### config.mk
export PLATFORM = sky130hd
export DESIGN_NAME = fsk_demodulador
export DESIGN_NICKNAME = d
export VERILOG_FILES = /design/src/rtl/fsk_pkg.sv /design/src/rtl/fsk_comparador_histerese.sv /design/src/rtl/fsk_demodulador.sv
export SDC_FILE = /design/constraint.sdc
export NUM_CORES = 1
export LEC_CHECK = 0
export ABC_CLOCK_PERIOD_IN_PS = 4950
export CAP_MARGIN = 30
export CELL_PAD_IN_SITES_DETAIL_PLACEMENT = 1
export CELL_PAD_IN_SITES_GLOBAL_PLACEMENT = 2
export CORE_MARGIN = 2
export CORE_UTILIZATION = 33
export CTS_BUF_LIST = sky130_fd_sc_hd__clkbuf_16
export DETAILED_ROUTE_END_ITERATION = 12
export GPL_ROUTABILITY_DRIVEN = 1
export GPL_TIMING_DRIVEN = 0
export PLACE_DENSITY = 0.9
export SYNTH_ARGS = -nofsm -noshare
export SYNTH_HDL_FRONTEND = slang
export SYNTH_SLANG_ARGS = --single-unit
### constraint.sdc
create_clock -name clk -period 4.95 [get_ports clk]
set_clock_uncertainty 0.2 [all_clocks]
set_input_delay 0.99 -clock clk [delete_from_list [all_inputs] [get_ports clk]]
set_output_delay 0.99 -clock clk [all_outputs]
set_load 0.01 [all_outputs]
### src/rtl/fsk_pkg.sv
// Shared definitions for the 1000/1500 Hz FSK link: sample format, default
// comparator thresholds, receiver states and the modulator's sine tables.
package fsk_pkg;

  localparam int AMOSTRA_W = 8;
  localparam logic [AMOSTRA_W-1:0] MEIO_ESCALA = 8'd128;
  localparam logic [AMOSTRA_W-1:0] LIMIAR_ALTO_PADRAO  = 8'd160;
  localparam logic [AMOSTRA_W-1:0] LIMIAR_BAIXO_PADRAO = 8'd96;

  typedef enum logic {
    IDLE,
    RECEBE
  } estado_t;

  // One window of 1000 Hz: a single sine period, 128 + round(127*sin).
  localparam logic [AMOSTRA_W-1:0] SENO_1000 [32] = '{
    8'd128, 8'd153, 8'd177, 8'd199, 8'd218, 8'd234, 8'd245, 8'd253,
    8'd255, 8'd253, 8'd245, 8'd234, 8'd218, 8'd199, 8'd177, 8'd153,
    8'd128, 8'd103, 8'd79,  8'd57,  8'd38,  8'd22,  8'd11,  8'd3,
    8'd1,   8'd3,   8'd11,  8'd22,  8'd38,  8'd57,  8'd79,  8'd103
  };

  // One window of 1500 Hz: one and a half periods, starting at phase 0.
  localparam logic [AMOSTRA_W-1:0] SENO_1500 [32] = '{
    8'd128, 8'd165, 8'd199, 8'd226, 8'd245, 8'd254, 8'd253, 8'd240,
    8'd218, 8'd188, 8'd153, 8'd116, 8'd79,  8'd47,  8'd22,  8'd6,
    8'd1,   8'd6,   8'd22,  8'd47,  8'd79,  8'd116, 8'd153, 8'd188,
    8'd218, 8'd240, 8'd253, 8'd254, 8'd245, 8'd226, 8'd199, 8'd165
  };

  // Same sample shifted by half a period (mirror around midscale); used when
  // the modulator's phase has flipped after a 1500 Hz window.
  function automatic logic [AMOSTRA_W-1:0] inverte_fase(input logic [AMOSTRA_W-1:0] v);
    return AMOSTRA_W'(9'd256 - {1'b0, v});
  endfunction

endpackage

### src/rtl/fsk_comparador_histerese.sv
// Hysteresis comparator on the sample stream. nivel_o is the registered level
// before the current sample; evento_o flags a threshold crossing this cycle.
module fsk_comparador_histerese
  import fsk_pkg::*;
(
  input  logic                 clk,
  input  logic                 reset,
  input  logic [AMOSTRA_W-1:0] amostra_i,
  input  logic                 amostra_valida_i,
  input  logic [AMOSTRA_W-1:0] limiar_alto_i,
  input  logic [AMOSTRA_W-1:0] limiar_baixo_i,
  output logic                 nivel_o,
  output logic                 evento_o
);

  logic nivel_q, nivel_d;

  // Next level and crossing pulse; only strobed samples can move the level.
  always_comb begin
    // NOTE: every output of this block gets a default first, so no path can
    // leave one unassigned and infer a latch.
    nivel_d  = nivel_q;
    evento_o = 1'b0;
    if (amostra_valida_i) begin
      if (!nivel_q && (amostra_i >= limiar_alto_i)) begin
        nivel_d  = 1'b1;
        evento_o = 1'b1;
      end else if (nivel_q && (amostra_i <= limiar_baixo_i)) begin
        nivel_d  = 1'b0;
        evento_o = 1'b1;
      end
    end
  end

  // Level register, cleared to low by the synchronous reset.
  always_ff @(posedge clk) begin
    // NOTE: non-blocking assignment for state, so all registers update from
    // the same pre-edge values regardless of statement order.
    if (reset) nivel_q <= 1'b0;
    else       nivel_q <= nivel_d;
  end

  assign nivel_o = nivel_q;

endmodule

### src/rtl/fsk_demodulador.sv
// FSK receiver: counts hysteresis crossings over 32-sample windows, decides
// one bit per window and tracks carrier presence.
module fsk_demodulador
  import fsk_pkg::*;
#(
  parameter int                   AMOSTRAS_SIMBOLO = 32,
  parameter logic [AMOSTRA_W-1:0] LIMIAR_ALTO      = LIMIAR_ALTO_PADRAO,
  parameter logic [AMOSTRA_W-1:0] LIMIAR_BAIXO     = LIMIAR_BAIXO_PADRAO,
  parameter int                   CRUZ_LIMIAR      = 3,
  parameter int                   JANELAS_PERDA    = 2
) (
  input  logic                 clk,
  input  logic                 reset,
  input  logic [AMOSTRA_W-1:0] amostra,
  input  logic                 amostra_valida,
  output logic                 dado,
  output logic                 dado_valido,
  output logic                 portadora,
  output logic [2:0]           n_cruz
);

  localparam int CNT_W = $clog2(AMOSTRAS_SIMBOLO);
  localparam int SIL_W = $clog2(JANELAS_PERDA + 1);
  localparam logic [CNT_W-1:0] ULTIMA_AMOSTRA = CNT_W'(AMOSTRAS_SIMBOLO - 1);

  estado_t          estado_q, estado_d;
  logic [CNT_W-1:0] cnt_amostra_q, cnt_amostra_d;
  logic [5:0]       cnt_cruz_q, cnt_cruz_d;
  logic [SIL_W-1:0] silencio_q, silencio_d;
  logic             dado_q, dado_d;
  logic             dado_valido_q, dado_valido_d;
  logic [2:0]       n_cruz_q, n_cruz_d;

  logic       nivel;
  logic       evento;
  logic       subida;
  logic [5:0] cruz_total;

  fsk_comparador_histerese u_comparador (
    .clk              (clk),
    .reset            (reset),
    .amostra_i        (amostra),
    .amostra_valida_i (amostra_valida),
    .limiar_alto_i    (LIMIAR_ALTO),
    .limiar_baixo_i   (LIMIAR_BAIXO),
    .nivel_o          (nivel),
    .evento_o         (evento)
  );

  // A crossing from a low level is a rising edge; the count including the
  // current sample is what a closing window decides on.
  assign subida     = evento & ~nivel;
  assign cruz_total = cnt_cruz_q + 6'(evento);

  // Next state: window entry on a rising crossing, counting, window close,
  // bit decision and carrier-loss detection.
  always_comb begin
    estado_d      = estado_q;
    cnt_amostra_d = cnt_amostra_q;
    cnt_cruz_d    = cnt_cruz_q;
    silencio_d    = silencio_q;
    dado_d        = dado_q;
    dado_valido_d = 1'b0;
    n_cruz_d      = n_cruz_q;

    if (amostra_valida) begin
      case (estado_q)
        IDLE: begin
          // The triggering sample is sample 0 of the first window.
          if (subida) begin
            estado_d      = RECEBE;
            cnt_amostra_d = CNT_W'(1);
            cnt_cruz_d    = 6'd1;
            silencio_d    = '0;
          end
        end
        RECEBE: begin
          cnt_amostra_d = cnt_amostra_q + 1'b1;
          cnt_cruz_d    = cruz_total;
          if (cnt_amostra_q == ULTIMA_AMOSTRA) begin
            dado_d        = (cruz_total >= 6'(CRUZ_LIMIAR));
            n_cruz_d      = (cruz_total > 6'd7) ? 3'd7 : cruz_total[2:0];
            dado_valido_d = 1'b1;
            cnt_amostra_d = '0;
            cnt_cruz_d    = '0;
            if (cruz_total != 6'd0) begin
              silencio_d = '0;
            end else if (int'(silencio_q) + 1 >= JANELAS_PERDA) begin
              // Carrier lost: this window still reports its (zero) decision.
              estado_d   = IDLE;
              silencio_d = '0;
            end else begin
              silencio_d = silencio_q + 1'b1;
            end
          end
        end
        default: estado_d = IDLE;
      endcase
    end
  end

  // State and output registers with synchronous reset; a reset mid-window
  // simply discards the partial count.
  always_ff @(posedge clk) begin
    if (reset) begin
      estado_q      <= IDLE;
      cnt_amostra_q <= '0;
      cnt_cruz_q    <= '0;
      silencio_q    <= '0;
      dado_q        <= 1'b0;
      dado_valido_q <= 1'b0;
      n_cruz_q      <= '0;
    end else begin
      estado_q      <= estado_d;
      cnt_amostra_q <= cnt_amostra_d;
      cnt_cruz_q    <= cnt_cruz_d;
      silencio_q    <= silencio_d;
      dado_q        <= dado_d;
      dado_valido_q <= dado_valido_d;
      n_cruz_q      <= n_cruz_d;
    end
  end

  assign dado        = dado_q;
  assign dado_valido = dado_valido_q;
  assign portadora   = (estado_q == RECEBE);
  assign n_cruz      = n_cruz_q;

endmodule
# Word level (Yosys, flattened, before mapping)
# Index checks and enable logic that the tools add are counted.
[classes] n_lt_le_gt_ge=5 n_mul=0 n_eq_ne=3 div_mod_pow=0 bitwise=4 n_addsub=4 n_shift=0 mux=23 reduce_logical=10
[ops] cell="2-to-1 mux 6 bit" count=2
[ops] cell="case mux 6 bit (2 select lines)" count=1
[ops] cell="2-to-1 mux 1 bit" count=10
[ops] cell="2-to-1 mux 5 bit" count=2
[ops] cell="case mux 5 bit (2 select lines)" count=1
[ops] cell=">= comparator 8 bit, second input constant" count=1
[ops] cell="less-or-equal comparator 8 x 7 -> 1 bit, second input constant" count=1
[ops] cell="2-to-1 mux 2 bit" count=4
[ops] cell="adder 6 x 1 -> 6 bit" count=1
[ops] cell=">= comparator 6 x 2 -> 1 bit, second input constant" count=1
[ops] cell="greater-than comparator 6 x 3 -> 1 bit, second input constant" count=1
[ops] cell="AND reduction 3 bit" count=2
[ops] cell="nonzero test 6 bit" count=1
[ops] cell="adder 5 x 1 -> 5 bit, second input constant" count=1
[ops] cell="== test 5 bit, second input constant" count=1
[ops] cell="case mux 2 bit (2 select lines)" count=1
[ops] cell="AND reduction 2 bit" count=2
[ops] cell="adder 2 x 1 -> 3 bit, second input constant" count=1
[ops] cell=">= comparator 3 x 2 -> 1 bit, second input constant" count=1
[ops] cell="2-to-1 mux 3 bit" count=1
[ops] cell="NOT 1 bit" count=3
[ops] cell="OR reduction 3 bit" count=1
[ops] cell="adder 2 x 1 -> 2 bit, second input constant" count=1
[ops] cell="logical AND 1 bit" count=2
[ops] cell="6 further kinds" count=6
[word_totals] register_bits=20 word_cells=57 ram_bits=0 memories=0 latch_bits=0 inputBits=11 rom_bits=0

# Longest topological paths before layout
[depth] ltp_word=10 mapped_depth=10 mapped_depth_nobuf=10

# By module
# From an unflattened synthesis, not the netlist that was laid out.
[hier_totals] cells_unflattened=180 hier_area_um2=1472.7
[by_module_without_submodules] mod="fsk_demodulador" area_each_um2=978.4 cells_per_inst=118 instances=1 seq_area_each_um2=380.4
[by_module_without_submodules] mod="fsk_comparador_histerese" area_each_um2=494.2 cells_per_inst=62 instances=1 seq_area_each_um2=20.0

# Least setup slack after synthesis
# OpenSTA, ideal clock, no wires.
[synth_timing] kind="in2reg" start="input amostra_valida" end="register n_cruz_q[0] (netlist: n_cruz[0])" arrival_time_ns=2.839 stages=10 n_path_buf=1 required_time_ns=4.614 setup_slack_ns=1.776 setup_ns=0.136 path_cell_list="buf_4 o211a_1 and2_1 a31o_2 ha_1 ha_1 or2b_1 mux2_2 nor3_1 o32ai_1"
[synth_via] elab_chain_cells=4
[synth_rtl] element="start, declared" line_no="fsk_demodulador.sv:15" source="input logic amostra_valida,"
[synth_rtl] element="2-to-1 mux 1 bit" line_no="fsk_comparador_histerese.sv:24" source="if (amostra_valida_i) begin"
[synth_rtl] element="adder 6 x 1 -> 6 bit" line_no="fsk_demodulador.sv:53" source="assign cruz_total = cnt_cruz_q + 6'(evento);"
[synth_rtl] element="greater-than comparator 6 x 3 -> 1 bit" line_no="fsk_demodulador.sv:82" source="n_cruz_d = (cruz_total > 6'd7) ? 3'd7 : cruz_total[2:0];"
[synth_rtl] element="2-to-1 mux 3 bit" line_no="fsk_demodulador.sv:82"
[synth_rtl] element="end signal, assigned" line_no="fsk_demodulador.sv:120" source="n_cruz_q <= n_cruz_d;"
[synth_rtl] element="end, declared" line_no="fsk_demodulador.sv:32" source="logic [2:0] n_cruz_q, n_cruz_d;"
# Parallel ways exist; a longest one is shown, timed or not.
# A chain may end at the register's enable or synchronous reset.

# Worst setup path in the final report
[layout_timing] start="input amostra[6]" end="register n_cruz_q[1] (netlist: n_cruz[1])"
[layout_via] elab_chain_cells=8
[layout_rtl] element="start, declared" line_no="fsk_demodulador.sv:14" source="input logic [AMOSTRA_W-1:0] amostra,"
[layout_rtl] element="less-or-equal comparator 8 x 7 -> 1 bit" line_no="fsk_comparador_histerese.sv:28" source="end else if (nivel_q && (amostra_i <= limiar_baixo_i)) begin"
[layout_rtl] element="logical AND 1 bit" line_no="fsk_comparador_histerese.sv:28"
[layout_rtl] element="2-to-1 mux 1 bit" line_no="fsk_comparador_histerese.sv:28"
[layout_rtl] element="2-to-1 mux 1 bit (*)" line_no="fsk_comparador_histerese.sv:25" source="if (!nivel_q && (amostra_i >= limiar_alto_i)) begin"
[layout_rtl] element="2-to-1 mux 1 bit (*)" line_no="fsk_comparador_histerese.sv:24"
[layout_rtl] element="adder 6 x 1 -> 6 bit (*)" line_no="fsk_demodulador.sv:53"
[layout_rtl] element="greater-than comparator 6 x 3 -> 1 bit" line_no="fsk_demodulador.sv:82"
[layout_rtl] element="2-to-1 mux 3 bit (*)" line_no="fsk_demodulador.sv:82"
# Mark *: on every way between the ends. The rest lies on a longest branch, timed or not.

==> flow_metrics.env <==
export IMPL_outcome="finished clean"
export IMPL_r2r_worst_path_cells=9
export IMPL_critPathMaxFanout=6
export IMPL_cp_end_kind="register"
export IMPL_hold_buffers=0
export IMPL_die_w_um=61.7
export IMPL_avgSynthCellArea_um2=8.58
export IMPL_grt_pass1_wl_mm=4.81
export IMPL_cts_sinks=20
export IMPL_grt_max_degree=11
export IMPL_first_pass_iters=4
export IMPL_cts_tree="built"
export IMPL_clockBufferDepth=2
export IMPL_synth_top_family_by_area="compound AO/OA/AOI/OAI gates"
export IMPL_synthCells=128
export IMPL_start_kind="input pin"
export IMPL_clock_latency_ps=250
export IMPL_critPathMaxStageDelay_ps=430
export IMPL_whs_ps=277
export IMPL_pwr_share_clk_pct=44.8
export IMPL_nets=165
export IMPL_swShare_pct=22.1
export IMPL_power_density_nw_per_um2=267
export IMPL_r2r_start="u_comparador.nivel_o"
export IMPL_rrSetupSlack_ps=2400
export IMPL_hold_violations=0
export IMPL_yosys_area_share_simple_pct=22.2
export IMPL_cts_htree_levels=1
export IMPL_cts_buffers=3
export IMPL_drt_iter0_markers=39
export IMPL_synth_fa_ha_area_share_pct=6.83
export IMPL_layout_common_cells="dfxtp_1 (20), clkdlybuf4s50_1 (15), a21oi_1 (11), nor2_1 (9), nand2_1 (8)"
export IMPL_crit_path_cell_trace="clkdlybuf4s50_1 -> o211a_1 -> and2_1 -> a31o_2 -> ha_1 -> ha_1 -> or2b_1 -> mux2_2 -> nor3_1 -> o32ai_1"
export IMPL_syn_to_final_growth_pct=25.5
export IMPL_crit_type="input pin to register"
export IMPL_grt_overflow=0
export IMPL_slew_headroom_pct=65.9
export IMPL_cp_arrival_ps=3460
export IMPL_cp_slowest_cell="clkdlybuf4s50_1"
export IMPL_regToRegEndpoint="n_cruz[1]"
export IMPL_seqPwrFrac_pct=45.0
export IMPL_gp_congestion=0.748
export IMPL_layout_min_cycle_time_ps=3550
export IMPL_mappedNetlistNets=145
export IMPL_diodes=0
export IMPL_io_buffers=15
export IMPL_utilization_pct=44.4
export IMPL_synth_xor_area_share_pct=0
export IMPL_synth_compound_area_share_pct=26.2
export IMPL_ys_seq_area_share_pct=36.4
export IMPL_hold_class="register to register"
export IMPL_fin_cells=190
export IMPL_place_inst=187
export IMPL_clk_pin_slew_worst_paths_ps=50
export IMPL_globalRouteTotalUtil_pct=16.9
export IMPL_antenna_found_initial=0
export IMPL_via_count=1045
export IMPL_rsz0062_at_grt="false"
export IMPL_io_pin_count=17
export IMPL_drc=0
export IMPL_yosysWarnings=0
export IMPL_min_period_over_period_pct=71.8
export IMPL_comb_power_share_pct=10.2
export IMPL_drive_above_1_share_pct=9.59
export IMPL_die_area_um2=3810
export IMPL_syn_area_um2=1100
export IMPL_cts_root_buffer="clkbuf_16"
export IMPL_cts_resized=0
export IMPL_max_clock_freq_mhz=282
export IMPL_placementRows=20
export IMPL_p_total_mw=0.368
export IMPL_drv_slew=0
export IMPL_wl_per_cell_um=14.4
export IMPL_switchingPower_mw=0.0815
export IMPL_grt_pass1_vias=1068
export IMPL_die_y_um=61.7
export IMPL_final_common_cell="dfxtp_1"
export IMPL_yosys_cell_types_count=39
export IMPL_crit_end="n_cruz[1]"
export IMPL_intPower_mw=0.287
export IMPL_synth_mux_area_fraction_pct=2.85
export IMPL_cts_setup_buffers=0
export IMPL_dp_hpwl_mm=2.09
export IMPL_crit_path_frequent_cell="ha_1"
export IMPL_ir_worst_vdd_v=0.000121
export IMPL_crit_required_ps=4860
export IMPL_setup_tns_ps=0
export IMPL_finalSetupViolations=0
export IMPL_vias_per_cell=5.50
export IMPL_fillerInstances=397
export IMPL_worst_pin_slew_ps=511
export IMPL_startpoint="amostra[6]"
export IMPL_core_area_um2=3100
export IMPL_wl_mm=2.73
export IMPL_ys_ff_latch=20
export IMPL_drt_antenna_violating_nets=0
export IMPL_p_leak_nw=0.493
export IMPL_drv_cap=0
export IMPL_initial_core_util_pct=35.4
## cells in the mapped netlist
master / instances / area share (%)
dfxtp_1: 20 / 36
a21boi_0: 1 / 0.68
a41oi_1: 1 / 0.80
nand2_2: 1 / 0.57
nand4_1: 1 / 0.57
ha_1: 6 / 6.8
and2_1: 2 / 1.1
mux2_2: 1 / 1.0
o211a_1: 1 / 0.91
nand3b_1: 1 / 0.68
a311oi_1: 6 / 4.8
mux2i_1: 2 / 1.8
inv_2: 1 / 0.34
buf_4: 3 / 2.0
inv_1: 6 / 2.0
nand3_2: 1 / 0.91
or2b_1: 1 / 0.68
a221oi_1: 2 / 1.6
nand3_1: 6 / 2.7
a31o_2: 1 / 0.80
or2_2: 1 / 0.57
o32ai_1: 2 / 1.6
o21ba_1: 1 / 0.91
o21ai_0: 5 / 2.3
nor2_2: 1 / 0.57
a211oi_1: 2 / 1.4
o41ai_1: 2 / 1.6
or3_1: 5 / 2.8
nand3_4: 1 / 1.6
nor2b_1: 1 / 0.57
nor3_1: 4 / 1.8
and3_1: 2 / 1.1
a31oi_1: 2 / 1.1
nor2_1: 9 / 3.1
clkbuf_1: 3 / 1.0
nand2_1: 8 / 2.7
a21oi_1: 11 / 5.0
o21bai_1: 1 / 0.68
o211ai_1: 3 / 2.0
## state kept, by name, indices dropped and copies added, names as in the netlist
register	cells
n_cruz	3
dado_valido	1
silencio_q	2
portadora	1
dado	1
cnt_amostra_q	5
cnt_cruz_q	6
u_comparador.nivel_o	1
## power by group through the flow
stage               logic [mW]  registers, mW  clock network (mW)
finish                  0.0374          0.166               0.165
global route            0.0416          0.166               0.173
CTS                     0.0376          0.166               0.168
detailed placement      0.0375          0.169                   0
global placement        0.0361          0.169                   0
floorplan               0.0212          0.169                   0
## metal layers
layer	global-route usage [%]	part of all wire, %	vias up
li1	-	-	519
met1	22.7	49	505
met2	28.3	47	19
met3	1.86	2.9	2
met4	5.78	0.51	0
met5	0	0	-
## cell type report
type	instances	area, µm²	share of cell area [%]
timing repair buffer	15	150	10.9
tap	44	55.1	3.99
multi-input combinational	95	638	46.3
sequential	20	400	29.0
buffer	6	33.8	2.45
inverter	7	26.3	1.91
clock buffer	3	75.1	5.44
## worst max-delay path: cells and delay by family
kind	cells	cell delay, ps
AOI/OAI and AO/OA	3	610
and+or+nand+nor	3	670
muxes	1	250
buffers and inverters	1	430
adders and majority gates	2	510
## how the worst min path moves through the flow
stage | startpoint | end | slack, ps | cells after the start
after global routing | dado | dado | 300 | 2
after CTS | dado | dado | 280 | 2
after detailed placement | dado | dado | 270 | 2
final | dado | dado | 280 | 2
after global placement | dado | dado | 260 | 2
after floorplan | cnt_amostra_q[3] | cnt_amostra_q[3] | 240 | 1
## stage by stage
stage	area [µm²]	setup slack [ps]
6_report	1380	1400
2_1_floorplan	1100	1780
3_5_place_dp	1300	1150
3_3_place_gp	1300	1210
5_1_grt	1380	1030
4_1_cts	1380	1410
## cells by family after synthesis
kind of cell,count (synthesis)
AO/OA/AOI/OAI,41
flip-flops,20
buffers and inverters,13
multiplexers,3
adder cells (fa/ha/maj),6
AND/OR/NAND/NOR,45
No activity file was read; power rests on OpenSTA's default activity.
